===== src/rtl/pipeline_debug_dump.sv =====
// Debug-bus dumper: freezes the pipeline, walks word_sel over the debug words and
// ships each 32-bit word LSB-byte first over a UART 8N1 line.
module pipeline_debug_dump #(
    parameter int unsigned CLKS_PER_BIT = 434,
    parameter int unsigned NUM_WORDS    = 16
) (
    input  logic        clk,
    input  logic        reset,
    input  logic        start,
    input  logic [31:0] word_data,
    output logic [5:0]  word_sel,
    output logic        freeze,
    output logic        busy,
    output logic        done,
    output logic        tx
);

    localparam int unsigned BAUD_W = (CLKS_PER_BIT > 1) ? $clog2(CLKS_PER_BIT) : 1;
    localparam logic [BAUD_W-1:0] BAUD_LAST = BAUD_W'(CLKS_PER_BIT - 1);
    localparam logic [5:0] LAST_WORD = 6'(NUM_WORDS - 1);

    typedef enum logic [2:0] {
        IDLE,
        LOAD,
        START,
        DATA,
        STOP,
        FIN
    } state_t;

    state_t             state_q;
    logic [31:0]        shreg_q;
    logic [BAUD_W-1:0]  baud_q;
    logic [2:0]         bit_q;
    logic [1:0]         byte_q;
    logic [5:0]         sel_q;
    logic               tx_q;
    logic               busy_q;
    logic               freeze_q;
    logic               done_q;
    logic               baud_wrap_c;

    assign baud_wrap_c = (baud_q == BAUD_LAST);

    // Serialiser FSM; tx is driven one edge ahead so every bit lasts exactly CLKS_PER_BIT cycles.
    always_ff @(posedge clk) begin
        if (reset) begin
            state_q  <= IDLE;
            shreg_q  <= '0;
            baud_q   <= '0;
            bit_q    <= '0;
            byte_q   <= '0;
            sel_q    <= '0;
            tx_q     <= 1'b1;
            busy_q   <= 1'b0;
            freeze_q <= 1'b0;
            done_q   <= 1'b0;
        end else begin
            done_q <= 1'b0;
            case (state_q)
                IDLE: begin
                    tx_q <= 1'b1;
                    if (start) begin
                        state_q  <= LOAD;
                        busy_q   <= 1'b1;
                        freeze_q <= 1'b1;
                        sel_q    <= '0;
                    end
                end
                LOAD: begin
                    shreg_q <= word_data;
                    byte_q  <= '0;
                    bit_q   <= '0;
                    baud_q  <= '0;
                    tx_q    <= 1'b0;
                    state_q <= START;
                end
                START: begin
                    if (baud_wrap_c) begin
                        baud_q  <= '0;
                        bit_q   <= '0;
                        tx_q    <= shreg_q[0];
                        shreg_q <= {1'b0, shreg_q[31:1]};
                        state_q <= DATA;
                    end else begin
                        baud_q <= baud_q + 1'b1;
                    end
                end
                DATA: begin
                    if (baud_wrap_c) begin
                        baud_q <= '0;
                        if (bit_q == 3'd7) begin
                            tx_q    <= 1'b1;
                            state_q <= STOP;
                        end else begin
                            bit_q   <= bit_q + 3'd1;
                            tx_q    <= shreg_q[0];
                            shreg_q <= {1'b0, shreg_q[31:1]};
                        end
                    end else begin
                        baud_q <= baud_q + 1'b1;
                    end
                end
                STOP: begin
                    if (baud_wrap_c) begin
                        baud_q <= '0;
                        if (byte_q != 2'd3) begin
                            // Next byte of the same word follows with no idle gap.
                            byte_q  <= byte_q + 2'd1;
                            tx_q    <= 1'b0;
                            state_q <= START;
                        end else if (sel_q < LAST_WORD) begin
                            sel_q   <= sel_q + 6'd1;
                            state_q <= LOAD;
                        end else begin
                            // FIN collapses into this edge: pulse done and release the pipeline.
                            done_q   <= 1'b1;
                            busy_q   <= 1'b0;
                            freeze_q <= 1'b0;
                            sel_q    <= '0;
                            state_q  <= IDLE;
                        end
                    end else begin
                        baud_q <= baud_q + 1'b1;
                    end
                end
                FIN: begin
                    state_q <= IDLE;
                end
                default: begin
                    state_q <= IDLE;
                end
            endcase
        end
    end

    assign word_sel = sel_q;
    assign freeze   = freeze_q;
    assign busy     = busy_q;
    assign done     = done_q;
    assign tx       = tx_q;

endmodule


===== config.mk =====
export PLATFORM = sky130hd
export DESIGN_NAME = pipeline_debug_dump
export DESIGN_NICKNAME = d
export VERILOG_FILES = /design/src/rtl/pipeline_debug_dump.sv
export SDC_FILE = /design/constraint.sdc
export NUM_CORES = 1
export LEC_CHECK = 0
export CAP_MARGIN = 20
export CORE_ASPECT_RATIO = 1.1
export CORE_MARGIN = 1.5
export CORE_UTILIZATION = 58
export CTS_CLUSTER_DIAMETER = 100
export DETAILED_ROUTE_END_ITERATION = 8
export PLACE_DENSITY = 0.95
export SETUP_SLACK_MARGIN = 0.4
export SLEW_MARGIN = 10
export SYNTH_ARGS = -nofsm -noshare
export SYNTH_HDL_FRONTEND = slang
export SYNTH_SLANG_ARGS = --single-unit

===== constraint.sdc =====
create_clock -name clk -period 5.3 [get_ports clk]
set_input_delay 0.53 -clock clk [delete_from_list [all_inputs] [get_ports clk]]
set_output_delay 0.53 -clock clk [all_outputs]
set_load 0.02 [all_outputs]

==> impl_metrics.env <==
export IMPL_outcome="completed"
export IMPL_critical_path_max_fanout=31
export IMPL_clock_tree_from_tritoncts="done"
export IMPL_remaining_drcs=0
export IMPL_detailedRoute_firstPassIterationCount=4
export IMPL_drive_gt1_share_pct=13.7
export IMPL_number_of_enable_flip_flop_cells_after_synthesis=0
export IMPL_postSynthRegisterBits=58
export IMPL_clock_latency_on_the_worst_skew_pair_ns=0.33
export IMPL_hold_path_class="flip-flop to flip-flop"
export IMPL_report_final_hold_viol_count=0
export IMPL_timing_worst_slew_pin_value_ns=1.02
export IMPL_first_pass_grt_wire_length_um=11800
export IMPL_share_clk_of_total_power_pct=25.2
export IMPL_worst_path_largest_cell_delay_ns=0.81
export IMPL_period_needed_ns=2.45
export IMPL_max_capacitance_violation_total=0
export IMPL_drt_initial_drc_count=293
export IMPL_post_cts_resized=0
export IMPL_flow_area_growth_from_synthesis_pct=18.9
export IMPL_die_area_um2=5720
export IMPL_layout_commonest_cell="sky130_fd_sc_hd__dfxtp_1"
export IMPL_cts_sink_count=58
export IMPL_syn_area_per_cell_um2=8.49
export IMPL_postRouteAntennaNets=0
export IMPL_dieHeight_um=79.2
export IMPL_critical_path_buffers_and_inverters=0
export IMPL_worst_path_required_ns=5.58
export IMPL_synth_warnings=0
export IMPL_setup_repair_after_global_routing_missed_its_margin="no"
export IMPL_initial_core_util_pct=60.8
export IMPL_worst_setup_path_start_kind="flip-flop"
export IMPL_vias=2805
export IMPL_count_of_nets_after_finishing=430
export IMPL_slew_violations=0
export IMPL_worst_ep_arrival_time_ns=2.73
export IMPL_die_width_um=72.2
export IMPL_worst_setup_path_type="flip-flop to flip-flop"
export IMPL_vias_per_cell=6.21
export IMPL_core_area_um2=5030
export IMPL_cts_path_max_buffers=2
export IMPL_worst_path_cell_trace="nor4b_2, nand4_1, nand2_1, o221a_2"
export IMPL_power_frac_comb_pct=25.9
export IMPL_synth_sequential_area_ratio_pct=38.0
export IMPL_worstSetupEndpointType="flip-flop"
export IMPL_max_vdd_ir_drop_mv=0.219
export IMPL_clk_pin_slew_worst_paths_ns=0.06
export IMPL_detailedPlacementHpwl_um=4460
export IMPL_cpLargestDelayFamily="simple AND/OR/NAND/NOR gates"
export IMPL_synthArstFlopShare_pct=0
export IMPL_p_leak_nw=1.39
export IMPL_postCtsHoldBufs=0
export IMPL_grt_antenna_before_repair=0
export IMPL_grt_overflow_total=0
export IMPL_timing_fmax_mhz=408
export IMPL_slew_limit_headroom_pct=31.7
export IMPL_final_core_utilization_pct=72.2
export IMPL_place_port_buffers=44
export IMPL_crit_slowest_cell="sky130_fd_sc_hd__nand2_1"
export IMPL_setup_violations=0
export IMPL_design_portCount=45
export IMPL_power_switching_uw=459
export IMPL_post_cts_repair_setup_buffers=0
export IMPL_via_count_of_the_first_global_routing_pass=2672
export IMPL_power_per_cell_area_nw_per_um2=378
export IMPL_p_seq_share_pct=48.9
export IMPL_yosys_most_used_dff="sky130_fd_sc_hd__dfxtp_1"
export IMPL_synth_distinct_cells=54
export IMPL_clock_root_buffer="sky130_fd_sc_hd__clkbuf_8"
export IMPL_synthesis_nets=401
export IMPL_rows=27
export IMPL_synthesis_area_um2=3060
export IMPL_netlist_instances=360
export IMPL_power_switching_share_pct=33.4
export IMPL_routed_wire_length_um=6880
export IMPL_grt_util_all_layers_pct=26.1
export IMPL_final_min_period_over_clock_period_pct=46.2
export IMPL_maximum_number_of_pins_on_one_net_before_global_route_repair=55
export IMPL_most_common_layout_cells="58 x sky130_fd_sc_hd__dfxtp_1, 43 x sky130_fd_sc_hd__clkdlybuf4s50_1, 39 x sky130_fd_sc_hd__nor2_1"
export IMPL_htree_levels=3
export IMPL_drt_wirelength_per_cell_um=15.2
export IMPL_final_setup_skew_ns=0.00383
export IMPL_place_congestion=0.875
export IMPL_internal_pwr_total_uw=914
export IMPL_antenna_cells_inserted=0
export IMPL_finalSetupTns_ns=0
export IMPL_cts_inserted_buffers=9
cell type report:
| cell class | count | area, µm² |
|---|---|---|
| Timing Repair Buffer | 46 | 458 |
| Tap cell | 58 | 72.6 |
| Clock buffer | 13 | 149 |
| Sequential cell | 58 | 1160 |
| Inverter | 6 | 22.5 |
| Clock inverter | 3 | 15.0 |
| Fill cell | 385 | 1400 |
| Multi-Input combinational cell | 268 | 1760 |
through the flow:
step	area, µm²	power [mW]	setup WS [ns]	std cells	hold slack, ns
final	3640	1.37	2.85	452	0.483
after global routing	3640	1.45	2.72	452	0.522
after CTS	3620	1.38	2.58	451	0.484
after detailed placement	3460	1.03	2.58	435	0.475
after global placement	3460	1.01	2.66	435	0.464
after floorplan	3060	0.926	3.34	360	0.458
flip-flops by register name (all words and copies together), names as in the netlist:
signal	flops
word_sel	6
shreg_q	32
bit_q	3
done	1
tx	1
freeze	1
baud_q	9
state_q	3
byte_q	2
layer usage:
layer / track usage, % / vias up / part of all wire [%]
li1: - / 1398 / -
met5: 0 / - / 0
met3: 7.36 / 12 / 5.8
met1: 31.9 / 1286 / 42
met4: 12.5 / 0 / 1.9
met2: 41.9 / 109 / 50
worst paths after layout:
check	startpoint	cells after the start	endpoint	slack (ns)
setup / recovery	baud_q[2]	4	shreg_q[9]	2.85
hold / removal	bit_q[1]	2	bit_q[1]	0.48
setup reg to reg	baud_q[2]	4	shreg_q[9]	2.85
hold reg to reg	bit_q[1]	2	bit_q[1]	0.48
cells in the mapped netlist (2+ instances only):
master / n / share of area (%)
sky130_fd_sc_hd__o21ai_0: 11 / 1.8
sky130_fd_sc_hd__a41oi_1: 2 / 0.57
sky130_fd_sc_hd__a2bb2oi_1: 2 / 0.57
sky130_fd_sc_hd__dfxtp_1: 58 / 38
sky130_fd_sc_hd__buf_2: 6 / 0.98
sky130_fd_sc_hd__nand2b_1: 6 / 1.2
sky130_fd_sc_hd__inv_1: 6 / 0.74
sky130_fd_sc_hd__o22ai_1: 3 / 0.61
sky130_fd_sc_hd__nand4_1: 5 / 1.0
sky130_fd_sc_hd__o31ai_1: 2 / 0.49
sky130_fd_sc_hd__a21o_1: 2 / 0.49
sky130_fd_sc_hd__o211ai_1: 3 / 0.74
sky130_fd_sc_hd__or4_1: 2 / 0.49
sky130_fd_sc_hd__nand3_1: 15 / 2.5
sky130_fd_sc_hd__a22o_1: 2 / 0.57
sky130_fd_sc_hd__nor3_1: 34 / 5.6
sky130_fd_sc_hd__nor2_1: 39 / 4.8
sky130_fd_sc_hd__a31oi_1: 3 / 0.61
sky130_fd_sc_hd__o32ai_1: 2 / 0.57
sky130_fd_sc_hd__and4_1: 3 / 0.86
sky130_fd_sc_hd__nand2_1: 16 / 2.0
sky130_fd_sc_hd__clkbuf_1: 20 / 2.5
sky130_fd_sc_hd__or3b_2: 2 / 0.57
sky130_fd_sc_hd__ha_1: 6 / 2.5
sky130_fd_sc_hd__xor2_1: 2 / 0.57
sky130_fd_sc_hd__and3_1: 3 / 0.61
sky130_fd_sc_hd__nor2b_1: 35 / 7.2
sky130_fd_sc_hd__a21oi_1: 15 / 2.5
sky130_fd_sc_hd__o221a_2: 30 / 11
worst min-delay path, stage by stage, from the launching register on:
cell	delay (ns)
sky130_fd_sc_hd__dfxtp_1	0.31
sky130_fd_sc_hd__inv_1	0.05
sky130_fd_sc_hd__o32ai_1	0.07
power by group through the flow:
stage          Sequential (mW)  Combinational (mW)  Clock, mW
2_1_floorplan            0.629               0.297          0
3_3_place_gp             0.666               0.344          0
3_5_place_dp             0.669               0.358          0
4_1_cts                  0.666               0.358      0.353
5_1_grt                  0.685               0.396      0.373
6_report                 0.671               0.356      0.346
logic make-up (layout without fill, tap and decap cells):
group           after synthesis  count (layout)  share of synthesized area, %
compound gates               85              85                          23.2
fa+ha+maj                     6               6                          2.45
flops                        58              58                          38.0
xor+xnor                      2               2                         0.573
buf+inv                      34              68                          4.54
simple gates                174             174                          31.0
mux                           1               1                         0.327
Power figures use the tool's default switching activity.
